$ cat src/rtl/calc_pkg.sv
// Shared constants and helpers for the elastic pipeline: default geometry and
// the width of the occupancy counter.
package calc_pkg;

  localparam int DEFAULT_WIDTH = 8;
  localparam int DEFAULT_DEPTH = 2;

  // Bits needed to represent 0..depth inclusive.
  function automatic int count_width(input int depth);
    return $clog2(depth + 1);
  endfunction

endpackage

$ cat src/rtl/elastic_stage.sv
// One slot of the elastic pipeline: a valid flag plus a payload register that
// loads from its upstream source and holds otherwise.
module elastic_stage
  import calc_pkg::*;
#(
  parameter int WIDTH = DEFAULT_WIDTH
) (
  input  logic             clk,
  input  logic             rst_n,
  input  logic             flush,
  input  logic             load,
  input  logic             drain,
  input  logic [WIDTH-1:0] src,
  output logic             valid,
  output logic [WIDTH-1:0] data
);

  // NOTE: sequential state uses non-blocking assignments so every stage samples
  // its neighbour's pre-edge value; blocking here would ripple a word through
  // several stages in one edge.
  always_ff @(posedge clk) begin
    if (!rst_n) begin
      valid <= 1'b0;
      // NOTE: the payload is reset as well because out_data is observable and
      // must read zero after reset, not whatever was captured before.
      data  <= '0;
    end else begin
      if (flush)      valid <= 1'b0;
      else if (load)  valid <= 1'b1;
      else if (drain) valid <= 1'b0;

      // Payload survives a flush; only the valid flags are cleared.
      if (load && !flush) data <= src;
    end
  end

endmodule

$ cat src/rtl/elastic_pipe.sv
// Elastic valid/ready pipeline of DEPTH register stages with bubble compression,
// synchronous flush and a registered occupancy count.
module elastic_pipe
  import calc_pkg::*;
#(
  parameter  int WIDTH = DEFAULT_WIDTH,
  parameter  int DEPTH = DEFAULT_DEPTH,
  localparam int CW    = count_width(DEPTH)
) (
  input  logic             clk,
  input  logic             rst_n,
  input  logic             flush,
  input  logic             in_valid,
  output logic             in_ready,
  input  logic [WIDTH-1:0] in_data,
  output logic             out_valid,
  input  logic             out_ready,
  output logic [WIDTH-1:0] out_data,
  output logic [CW-1:0]    count
);

  logic [DEPTH-1:0] v;
  logic [WIDTH-1:0] d [DEPTH];
  logic [DEPTH:0]   ready;
  logic [DEPTH-1:0] load;
  logic [DEPTH-1:0] drain;
  logic             in_xfer;
  logic             out_xfer;

  // ready[k]: stage k can take a word, i.e. it is empty or everything in front
  // of it moves this cycle. ready[DEPTH] is the downstream sink.
  always_comb begin
    ready        = '0;
    ready[DEPTH] = out_ready;
    for (int k = DEPTH - 1; k >= 0; k--) begin
      ready[k] = !v[k] || ready[k + 1];
    end
  end

  assign in_ready = rst_n && !flush && ready[0];
  assign in_xfer  = in_valid && in_ready;
  assign out_xfer = v[DEPTH-1] && out_ready;

  always_comb begin
    load    = '0;
    load[0] = in_xfer;
    for (int k = 1; k < DEPTH; k++) begin
      load[k] = v[k - 1] && ready[k];
    end
  end

  // A stage empties when its word is taken by the next stage or the sink.
  assign drain = v & ready[DEPTH:1];

  for (genvar k = 0; k < DEPTH; k++) begin : g_stage
    logic [WIDTH-1:0] src;

    if (k == 0) begin : g_head
      assign src = in_data;
    end else begin : g_body
      assign src = d[k - 1];
    end

    elastic_stage #(.WIDTH(WIDTH)) u_stage (
      .clk   (clk),
      .rst_n (rst_n),
      .flush (flush),
      .load  (load[k]),
      .drain (drain[k]),
      .src   (src),
      .valid (v[k]),
      .data  (d[k])
    );
  end

  assign out_valid = v[DEPTH-1];
  assign out_data  = d[DEPTH-1];

  // Tracking transfers keeps count equal to the population of v[].
  always_ff @(posedge clk) begin
    if (!rst_n)     count <= '0;
    else if (flush) count <= '0;
    else            count <= count + CW'(in_xfer) - CW'(out_xfer);
  end

endmodule

$ cat config.mk
export PLATFORM = sky130hd
export DESIGN_NAME = elastic_pipe
export DESIGN_NICKNAME = d
export VERILOG_FILES = /design/src/rtl/calc_pkg.sv /design/src/rtl/elastic_stage.sv /design/src/rtl/elastic_pipe.sv
export SDC_FILE = /design/constraint.sdc
export NUM_CORES = 1
export LEC_CHECK = 0
export BUFFER_PORTS_ARGS = -buffer_cell sky130_fd_sc_hd__buf_2
export CAP_MARGIN = 25
export CORE_MARGIN = 2
export CORE_UTILIZATION = 40
export DETAILED_ROUTE_END_ITERATION = 12
export MAX_ROUTING_LAYER = met4
export PLACE_DENSITY_LB_ADDON = 0.05
export SETUP_SLACK_MARGIN = 0.1
export SLEW_MARGIN = 25
export SYNTH_ARGS = -nofsm -noshare
export SYNTH_HDL_FRONTEND = slang
export SYNTH_SLANG_ARGS = --single-unit
export TNS_END_PERCENT = 50
$ cat constraint.sdc
create_clock -name clk -period 5.27 [get_ports clk]
set_input_delay 1.054 -clock clk [delete_from_list [all_inputs] [get_ports clk]]
set_output_delay 1.054 -clock clk [all_outputs]
set_load 0.01 [all_outputs]
# Word level (Yosys, flattened, before mapping)
# Index checks and enable logic that the tools add are counted.
# word_totals
reg_bits	20
out_inout_bits	12
word_cells	28
# classes
n_addsub	2
mux	4
bitwise	2
reduce_logical	15
# ops
operator	n
logical AND 1 bit	7
2-to-1 mux 1 bit	4
nonzero test 2 bit	2
zero test 1 bit	3
adder 2 x 1 -> 2 bit	1
AND 2 bit	1
logical OR 1 bit	2
OR reduction 2 bit	1
subtractor 2 x 1 -> 2 bit	1
NOT 1 bit	1

# Longest topological paths before layout
# Gate-level depths: netlist of the first run.
# depth
ltp_word	7
mapped_depth	12
mapped_depth_nobuf	9

# Modules after synthesis
# Synthesis of the first run repeated with hierarchy kept, for this count alone.
# unflattened
cells_unflattened	96
area_unflattened_um2	935.9
# by_module_without_submodules
mod	n_inst	cells_per_inst	area_each_um2	seq_area_each_um2
elastic_stage	2	40	390.4	180.2
elastic_pipe	1	16	155.1	40.0

# Worst setup path after synthesis of the first run
# Ideal clock, no wire load.
# synth_path
path_kind	in2out
from	in rst_n
to	out in_ready
arrival_time_ns	1.637
t_required_ns	4.216
slack_ns	2.579
cell_stages	3
n_path_buf	1
cell_sequence	buf_6 or2b_1 a21oi_1
# synth_between
elab_chain_cells	2
# synth_rtl
item	line_no	text
from (decl)	elastic_pipe.sv:11	input logic rst_n,
logical AND 1 bit (2 in a row)	elastic_pipe.sv:40	assign in_ready = rst_n && !flush && ready[0];
to (decl)	elastic_pipe.sv:14	output logic in_ready,
# No other way between the ends.

# Final worst setup path of the first run
# layout_path
from	in out_ready
to	out in_ready
# layout_between
elab_chain_cells	3
# layout_rtl
item	line_no	text
from (decl)	elastic_pipe.sv:17	input logic out_ready,
logical OR 1 bit (2 in a row)	elastic_pipe.sv:36	ready[k] = !v[k] || ready[k + 1];
logical AND 1 bit	elastic_pipe.sv:40	
# No other way between the ends.

==> flow_metrics.env, run 1 <==
export IMPL_status="completed"
export IMPL_synth_top_area_share_pct=45.58
export IMPL_globalRouteOverflowTotal=0
export IMPL_holdBufCountCts=0
export IMPL_nets=135
export IMPL_timing_slew_headroom_pct=60.56
export IMPL_clk_latency_ns=0.30
export IMPL_synth_edf_count=0
export IMPL_yosysSeqAreaShare_pct=45.58
export IMPL_worstHoldStart="g_stage[0].u_stage.data[2]"
export IMPL_num_io_pins=25
export IMPL_synth_cell_types=22
export IMPL_cts_tree="built"
export IMPL_clockRootBuffer="clkbuf_4"
export IMPL_r2r_end="count[1]"
export IMPL_port_buffers=24
export IMPL_dp_hpwl_mm=1.246
export IMPL_yosys_area_top_type="dfxtp_1"
export IMPL_synth_top_family_by_area="simple AND/OR/NAND/NOR gates"
export IMPL_hold_end="g_stage[0].u_stage.data[2]"
export IMPL_synth_seq_cells=20
export IMPL_fin_area_um2=1033
export IMPL_drc=0
export IMPL_setup_violations=0
export IMPL_cts_sinks=20
export IMPL_post_route_min_period_ns=2.988
export IMPL_cp_max_fo=10
export IMPL_start_util_pct=43.44
export IMPL_synth_most_common_cell="dfxtp_1"
export IMPL_core_area_um2=2022
export IMPL_ant_nets=0
export IMPL_htree_levels=1
export IMPL_crit_chain="buf_2 -> nor2b_1 -> a21oi_1 -> buf_2"
export IMPL_synth_compound_area_share_pct=20.51
export IMPL_grt_pass1_vias=611
export IMPL_synth_adder_area_share_pct=2.849
export IMPL_synthMuxAreaShare_pct=0
export IMPL_path_common_cell="buf_2"
export IMPL_cap_violations=0
export IMPL_ys_top_cells_by_count="dfxtp_1, nand3_1"
export IMPL_critPathSlowestCell="nor2b_1"
export IMPL_max_stage_delay_ns=0.47
export IMPL_grt_total_usage_pct=14.48
export IMPL_crit_path_start_kind="input port"
export IMPL_synthSimpleGateAreaFrac_pct=21.51
export IMPL_first_iter_violations=5
export IMPL_yosys_area_share_xor_xnor_pct=1.994
export IMPL_drt_total_wl_mm=1.674
export IMPL_p_leak_nw=0.4469
export IMPL_die_h_um=50.86
export IMPL_wl_per_cell_um=11.47
export IMPL_cp_arrival_ns=1.93
export IMPL_r2r_start="g_stage[0].u_stage.valid"
export IMPL_clock_fmax_ghz=0.3347
export IMPL_areaGrowthSynthToFinish_pct=17.66
export IMPL_whs_path_depth=2
export IMPL_dp_slack_ns=2.236
export IMPL_filler_cell_count=227
export IMPL_min_path_type="flip-flop to flip-flop"
export IMPL_cp_top_family="simple AND/OR/NAND/NOR gates"
export IMPL_crit_type="input port to output port"
export IMPL_antenna_found_initial=0
export IMPL_grt_max_degree=19
export IMPL_end_kind="output port"
export IMPL_cts_buffers=3
export IMPL_clk_pin_slew_ns=0.11
export IMPL_worst_slack_ns=2.282
export IMPL_finalHoldViolations=0
export IMPL_drt_first_pass_iters=4
export IMPL_yosys_top_cells_area="dfxtp_1, nand3_1, o21ai_2"
export IMPL_ir_drop_uv=159.2
export IMPL_async_flop_share_pct=0
export IMPL_worst_pin_slew_ns=0.5904
export IMPL_synth_nets=113
export IMPL_avgSynthCellArea_um2=8.963
export IMPL_synth_cells=98
export IMPL_vias_per_cell=4.877
export IMPL_path_buf_inv=2
export IMPL_placed_cell_area_um2=980.9
export IMPL_postCtsSetupRepairBufs=0
export IMPL_fp_dieW_um=50.86
export IMPL_num_rows=16
export IMPL_cts_resized=0
export IMPL_synth_warnings=0
export IMPL_netlist_area_um2=878.3
export IMPL_rsz0062_at_grt="false"
export IMPL_drv_slew=0
export IMPL_antenna_cells=0
export IMPL_r2r_slack_ns=3.26
export IMPL_ys_flop_type="dfxtp_1"
export IMPL_multi_input_area_um2=411.6
export IMPL_grt_pass1_wl_mm=2.766
export IMPL_via_count=712
export IMPL_skew_ns=0.005366
export IMPL_cp_required_ns=4.22
export IMPL_regArea_um2=400.4
export IMPL_gp_congestion=0.7088
export IMPL_drive_gt1_share_pct=31.09
export IMPL_worst_r2r_path_depth=9
export IMPL_dieArea_um2=2587
export IMPL_clockBufferDepth=2
export IMPL_p_per_area_nw_per_um2=294.6
export IMPL_fin_crit_sh_pct=56.69
export IMPL_finalSetupTns_ns=0
## worst register-to-register path, cell delays in order (launching register included)
cell,delay [ns]
dfxtp_1,0.36
nand3b_1,0.31
and2_4,0.32
inv_1,0.07
ha_1,0.29
inv_1,0.06
ha_1,0.14
xor2_1,0.18
xnor2_1,0.14
nor2_1,0.05
## power by group
| group | leakage, nW | switching [mW] | internal, mW | total (mW) |
|---|---|---|---|---|
| Combinational | 0.256 | 0.0117 | 0.00986 | 0.0216 |
| Clock | 0.0279 | 0.0479 | 0.0768 | 0.125 |
| Sequential | 0.162 | 0.00259 | 0.156 | 0.158 |
| Total | 0.447 | 0.0622 | 0.242 | 0.304 |
## registers in the layout, summed over array words and instances, names as in the netlist
register	cells
count	2
g_stage.u_stage.data	16
g_stage.u_stage.valid	2
## how the worst max path moves through the flow
| stage | from | end | slack [ns] | depth (start not counted) |
|---|---|---|---|---|
| 5_1_grt | out_ready | in_ready | 2.17 | 4 |
| 2_1_floorplan | rst_n | in_ready | 2.58 | 3 |
| 4_1_cts | out_ready | in_ready | 2.26 | 4 |
| 3_5_place_dp | rst_n | count[1] | 2.24 | 10 |
| 6_report | out_ready | in_ready | 2.28 | 4 |
| 3_3_place_gp | out_ready | in_ready | 2.28 | 4 |
## metal layers
layer | vias to the layer above | share of wire (%) | track usage, %
met5 | - | 0 | -
met4 | 0 | 0.84 | 6.757
met3 | 2 | 3.4 | 1.754
met2 | 14 | 42 | 19.08
met1 | 322 | 53 | 21.81
li1 | 374 | - | -
## per-stage QoR
stage                     hold WS [ns]  util, %  instances  total power [mW]
after floorplan                 0.4397        -         98            0.1767
after global placement          0.4495    48.51        142            0.1832
after detailed placement        0.4527    48.51        142            0.1834
after CTS                       0.4709    51.11        146            0.3101
after global routing            0.4969    51.11        146            0.3192
final                           0.4679    51.11        146            0.3045
## placed cells by master (no fill, tap or decap), drive strengths merged
| cell | netlist | layout |
|---|---|---|
| buf | 5 | 24 |
| dfxtp | 20 | 20 |
| nand3 | 16 | 16 |
| o21ai | 16 | 16 |
| a21boi | 8 | 8 |
| nand2 | 8 | 8 |
| inv | 4 | 4 |
| nor2 | 4 | 4 |
| clkbuf | 2 | 3 |
| nor2b | 2 | 2 |
| a21oi | 2 | 2 |
| nand2b | 2 | 2 |
| ha | 2 | 2 |
| and2 | 2 | 2 |
| or2b | 1 | 1 |
| nand3b | 1 | 1 |
| and3b | 1 | 1 |
| xor2 | 1 | 1 |
| xnor2 | 1 | 1 |
| bufinv | 0 | 1 |
## area by class of cell
type	instances	share of cell area (%)
clock inverters	1	2.906
flip-flops and latches	20	38.74
inverters	4	1.453
multi-input cells	67	39.83
well taps	27	3.269
clock buffers	3	2.179
repair buffers	24	11.62
## logic make-up after synthesis
| kind of cell | count (synthesis) |
|---|---|
| flops | 20 |
| buf+inv | 11 |
| fa+ha+maj | 2 |
| compound gates | 26 |
| simple gates | 37 |
| xor+xnor | 2 |
No activity file was read; power rests on OpenSTA's default activity.
==> run 2: changes to the inputs <==
clock period = 2.5 ns   (was 5.27 ns; I/O delays follow)
==> flow_metrics.env, run 2 (synthesis results as in run 1) <==
export IMPL_status="completed"
export IMPL_finalSetupTns_ns=0
export IMPL_final_cell_mix="buf_2, dfxtp_1, nand3_1"
export IMPL_netSwitchingFraction_pct=21.25
export IMPL_dp_hpwl_mm=1.253
export IMPL_drc=0
export IMPL_path_common_cell="buf_2"
export IMPL_layout_cells_non_filler=150
export IMPL_ir_drop_uv=266.9
export IMPL_dieArea_um2=2587
export IMPL_vias_per_cell=4.840
export IMPL_combPwrFrac_pct=7.3
export IMPL_timing_slew_headroom_pct=64.87
export IMPL_rsz0062_at_grt="false"
export IMPL_postCtsSetupRepairBufs=0
export IMPL_fp_dieW_um=50.86
export IMPL_pwr_share_clk_pct=41.4
export IMPL_fin_crit_sh_pct=74.43
export IMPL_critPathSlowestCell="or2b_1"
export IMPL_skew_ns=0.005360
export IMPL_num_io_pins=25
export IMPL_multi_input_area_um2=411.6
export IMPL_p_int_mw=0.5129
export IMPL_clockRootBuffer="clkbuf_4"
export IMPL_p_leak_nw=0.4666
export IMPL_core_area_um2=2022
export IMPL_drive_gt1_share_pct=33.33
export IMPL_top_register="g_stage.u_stage.data"
export IMPL_cts_resized=0
export IMPL_setup_violations=0
export IMPL_via_count=726
export IMPL_die_h_um=50.86
export IMPL_nets=139
export IMPL_grt_max_degree=18
export IMPL_crit_path_start_kind="input port"
export IMPL_regArea_um2=400.4
export IMPL_grt_total_usage_pct=15.59
export IMPL_clk_pin_slew_ns=0.13
export IMPL_drt_first_pass_iters=2
export IMPL_drv_slew=0
export IMPL_clockBufferDepth=2
export IMPL_cap_violations=0
export IMPL_dp_cells=146
export IMPL_crit_chain="buf_2 -> buf_4 -> or2b_1 -> a21oi_1 -> buf_2"
export IMPL_gp_congestion=0.7234
export IMPL_filler_cell_count=205
export IMPL_post_route_min_period_ns=1.861
export IMPL_largestRegisters="g_stage.u_stage.data (16), count (2), g_stage.u_stage.valid (2)"
export IMPL_first_iter_violations=5
export IMPL_grt_pass1_wl_mm=2.939
export IMPL_cp_top_family="buffers and inverters"
export IMPL_end_kind="output port"
export IMPL_port_buffers=24
export IMPL_max_stage_delay_ns=0.31
export IMPL_start_util_pct=43.44
export IMPL_wl_per_cell_um=11.53
export IMPL_largest_reg_flops=16
export IMPL_cp_arrival_ns=1.36
export IMPL_p_per_area_nw_per_um2=612.4
export IMPL_cts_tree="built"
export IMPL_seq_power_share_pct=51.3
export IMPL_finalHoldViolations=0
export IMPL_cts_buffers=3
export IMPL_num_rows=16
export IMPL_areaGrowthSynthToFinish_pct=21.08
export IMPL_holdBufCountCts=0
export IMPL_hold_slack_ns=0.4095
export IMPL_cp_required_ns=2.00
export IMPL_drt_total_wl_mm=1.729
export IMPL_htree_levels=1
export IMPL_min_path_type="input port to flip-flop"
export IMPL_cp_max_fo=17
export IMPL_grt_pass1_vias=668
export IMPL_antenna_found_initial=0
export IMPL_path_buf_inv=3
export IMPL_worst_pin_slew_ns=0.5258
export IMPL_antenna_cells=0
export IMPL_cts_sinks=20
export IMPL_clk_latency_ns=0.30
export IMPL_power_net_switching_mw=0.1384
export IMPL_ant_nets=0
export IMPL_globalRouteOverflowTotal=0
export IMPL_clock_fmax_ghz=0.5374
export IMPL_final_common_cell="buf_2"
export IMPL_crit_type="input port to output port"
-- run 2: changes by cell type in the layout (fill, tap and decap cells not counted), sizes merged --
cell | before | now
buf | 24 | 28
-- run 2: stage by stage --
| step | instance area, µm² | utilization, % | worst slack, ns | total power [mW] |
|---|---|---|---|---|
| 5_1_grt | 1064 | 52.60 | 0.5628 | 0.6731 |
| 4_1_cts | 1064 | 52.60 | 0.6359 | 0.6587 |
| 3_3_place_gp | 1011 | 50.00 | 0.4141 | 0.3885 |
| 2_1_floorplan | 878.3 | - | 0.3958 | 0.3724 |
| 3_5_place_dp | 1011 | 50.00 | 0.3759 | 0.3888 |
| 6_report | 1064 | 52.60 | 0.6393 | 0.6513 |
-- run 2: tightest hold or removal path: stages --
cell and delay [ns]:
buf_2 0.08, nand3_1 0.07, o21ai_2 0.05
-- run 2: final timing paths --
path                         startpoint  slack, ns                    endpoint  depth (start not counted)
max                               rst_n       0.64                    in_ready                          5
min                          in_data[4]       0.41  g_stage[0].u_stage.data[4]                          3
max reg2reg    g_stage[0].u_stage.valid       0.77                    count[1]                          9
min reg2reg  g_stage[0].u_stage.data[5]       0.47  g_stage[0].u_stage.data[5]                          2
-- run 2: area by class of cell --
| class | count | share of cell area (%) |
|---|---|---|
| multi-input combinational | 67 | 38.71 |
| sequential | 20 | 37.65 |
| timing repair buffer | 28 | 14.12 |
| tap | 27 | 3.176 |
| clock inverter | 1 | 2.824 |
| clock buffer | 3 | 2.118 |
| inverter | 4 | 1.412 |
-- run 2: metal layers --
layer	wire [µm]	up-vias	GRT usage, %	share of wire (%)
li1	-	382	-	-
met1	889	328	21.52	51
met2	756	14	22.59	44
met3	70	2	2.632	4.0
met4	12	0	6.757	0.69
met5	0	-	-	0
-- run 2: power by group through the flow --
| stage | logic [mW] | clock network [mW] | registers (mW) |
|---|---|---|---|
| after CTS | 0.0484 | 0.276 | 0.334 |
| after global routing | 0.0540 | 0.284 | 0.335 |
| after detailed placement | 0.0481 | 0 | 0.341 |
| after global placement | 0.0478 | 0 | 0.341 |
| final | 0.0477 | 0.270 | 0.334 |
| after floorplan | 0.0323 | 0 | 0.340 |
==> run 3: changes to the inputs <==
ABC_AREA = 1   (was unset)
clock period = 1.6 ns   (was 2.5 ns; I/O delays follow)
==> flow_metrics.env, run 3 <==
export IMPL_cts_buffers=3
export IMPL_yosysSeqAreaShare_pct=41.83
export IMPL_start_util_pct=42.86
export IMPL_min_path_type="input port to flip-flop"
export IMPL_ant_nets=0
export IMPL_largestRegisters="g_stage.u_stage.data (16), count (2), g_stage.u_stage.valid (2)"
export IMPL_drv_slew=0
export IMPL_cap_violations=0
export IMPL_max_stage_delay_ns=0.37
export IMPL_worst_r2r_path_depth=9
export IMPL_nets=177
export IMPL_yosys_top_cells_area="dfxtp_1, inv_1, nand2_1"
export IMPL_ys_flop_type="dfxtp_1"
export IMPL_path_depth=5
export IMPL_synth_most_common_cell="inv_1"
export IMPL_status="completed"
export IMPL_r2r_start="g_stage[1].u_stage.valid"
export IMPL_top_register="g_stage.u_stage.data"
export IMPL_finalHoldViolations=0
export IMPL_whs_path_depth=3
export IMPL_grt_pass1_wl_mm=3.118
export IMPL_synth_warnings=0
export IMPL_final_common_cell="inv_1"
export IMPL_critPathSlowestCell="dfxtp_2"
export IMPL_cp_required_ns=1.28
export IMPL_finalSetupTns_ns=0
export IMPL_post_route_min_period_ns=1.400
export IMPL_p_per_area_nw_per_um2=849.1
export IMPL_cp_top_family="flip-flops"
export IMPL_fin_crit_sh_pct=87.52
export IMPL_synth_top_area_share_pct=41.83
export IMPL_areaGrowthSynthToFinish_pct=24.97
export IMPL_grt_met3_usage_pct=1.695
export IMPL_cts_sinks=20
export IMPL_dp_cells=183
export IMPL_vias_per_cell=4.312
export IMPL_ys_top_cells_by_count="inv_1, nand2_1, dfxtp_1"
export IMPL_worstSetupStartpoint="g_stage[1].u_stage.valid"
export IMPL_first_iter_violations=12
export IMPL_port_buffers=24
export IMPL_layout_cells_non_filler=189
export IMPL_synth_cell_types=18
export IMPL_fp_dieW_um=52.92
export IMPL_crit_chain="nand3_4 -> buf_6 -> nand2_1 -> inv_1 -> buf_2"
export IMPL_drc=0
export IMPL_num_rows=17
export IMPL_crit_type="flip-flop to output port"
export IMPL_end_kind="output port"
export IMPL_top_usage_layer="met2"
export IMPL_path_buf_inv=3
export IMPL_cts_tree="built"
export IMPL_grt_max_degree=13
export IMPL_worst_pin_slew_ns=0.4050
export IMPL_synth_cells=131
export IMPL_synth_seq_cells=20
export IMPL_synth_nets=146
export IMPL_dieArea_um2=2800
export IMPL_use_met1_pct=20.35
export IMPL_htree_levels=1
export IMPL_worstHoldStart="rst_n"
export IMPL_antenna_found_initial=0
export IMPL_cp_max_fo=2
export IMPL_clk_pin_slew_ns=0.12
export IMPL_clockRootBuffer="clkbuf_4"
export IMPL_die_h_um=52.92
export IMPL_drt_total_wl_mm=1.737
export IMPL_yosys_area_top_type="dfxtp_1"
export IMPL_power_total_mw=1.016
export IMPL_drt_first_pass_iters=4
export IMPL_cp_arrival_ns=1.08
export IMPL_grt_pass1_vias=720
export IMPL_crit_path_start_kind="flip-flop"
export IMPL_p_leak_nw=0.6160
export IMPL_wl_per_cell_um=9.190
export IMPL_globalRouteOverflowTotal=0
export IMPL_post_route_util_pct=53.56
export IMPL_clockBufferDepth=2
export IMPL_skew_ns=0.006419
export IMPL_grt_total_usage_pct=15.34
export IMPL_clock_fmax_ghz=0.7141
export IMPL_via_count=815
export IMPL_clk_latency_ns=0.29
export IMPL_ir_drop_uv=452.7
export IMPL_antenna_cells=0
export IMPL_holdBufCountCts=0
export IMPL_synth_edf_count=0
export IMPL_dp_hpwl_mm=1.311
export IMPL_core_area_um2=2233
export IMPL_avgSynthCellArea_um2=7.307
export IMPL_timing_slew_headroom_pct=72.93
export IMPL_drive_gt1_share_pct=26.71
export IMPL_largest_reg_flops=16
export IMPL_num_io_pins=25
export IMPL_gp_congestion=0.7377
export IMPL_rsz0062_at_grt="false"
export IMPL_setup_violations=0
export IMPL_async_flop_share_pct=0
export IMPL_grtUsageMet2_pct=23.75
export IMPL_final_cell_mix="inv_1, nand2_1, buf_2"
export IMPL_netlist_area_um2=957.2
run 3: cell types whose count changed in the layout (fill, tap and decap cells not counted), sizes merged, moves of 6 or more:
cell / before / now
inv: 4 / 33
nand2: 8 / 30
o21ai: 16 / 0
a21oi: 2 / 11
a21boi: 8 / 0
nand4: 0 / 8
nor2: 4 / 11
nand3: 16 / 10
run 3: cell type report:
class                           count  area, µm²
Clock buffer                        3      22.52
Clock inverter                      1      30.03
Fill cell                         230       1037
Inverter                           33      128.9
Multi-Input combinational cell     74      407.9
Sequential cell                    20      402.9
Tap cell                           28      35.03
Timing Repair Buffer               30      168.9
run 3: path summary, 6_finish.rpt:
| kind | to | slack (ns) |
|---|---|---|
| setup / recovery | in_ready | 0.20 |
| setup reg to reg | count[1] | 0.30 |
| hold reg to reg | g_stage[1].u_stage.data[6] | 0.46 |
| hold / removal | g_stage[1].u_stage.data[1] | 0.34 |
run 3: tightest hold or removal path, stage by stage:
cell	delay, ns
buf_2	0.13
inv_6	0.11
a21oi_1	0.05
run 3: metal layers:
metal | wire (µm) | vias up | part of all wire (%)
li1 | - | 458 | -
met1 | 915 | 333 | 53
met2 | 711 | 22 | 41
met3 | 82 | 2 | 4.7
met4 | 27 | 0 | 1.6
met5 | 0 | - | 0
run 3: report_power, final:
group | leakage [nW] | internal [mW] | total (mW) | switching (mW)
sequential | 0.163 | 0.510 | 0.516 | 0.00607
clock | 0.0279 | 0.253 | 0.403 | 0.151
combinational | 0.425 | 0.0394 | 0.0959 | 0.0564
total | 0.616 | 0.803 | 1.02 | 0.213
run 3: metrics by stage:
step                      cell area [µm²]  setup slack [ns]  hold slack [ns]
after floorplan                     957.2            0.1427           0.4604
after global placement               1110            0.1562           0.4502
after detailed placement             1110            0.1389           0.4531
after CTS                            1177            0.1176           0.3339
after global routing                 1196            0.1299           0.3458
final                                1196            0.1997           0.3441
run 3: cells by family (layout without fill, tap and decap cells):
kind of cell | Yosys count | in the layout | synth area share [%]
buf+inv | 37 | 67 | 16.86
simple gates | 59 | 59 | 31.11
xor+xnor | 2 | 2 | 1.830
fa+ha+maj | 2 | 2 | 2.614
flops | 20 | 20 | 41.83
compound gates | 11 | 11 | 5.751
run 3: timing repair:
item,4_1_cts,5_1_grt
buffers inserted,1,1
endpoints found under the setup margin,1,1
gates resized for setup,3,2
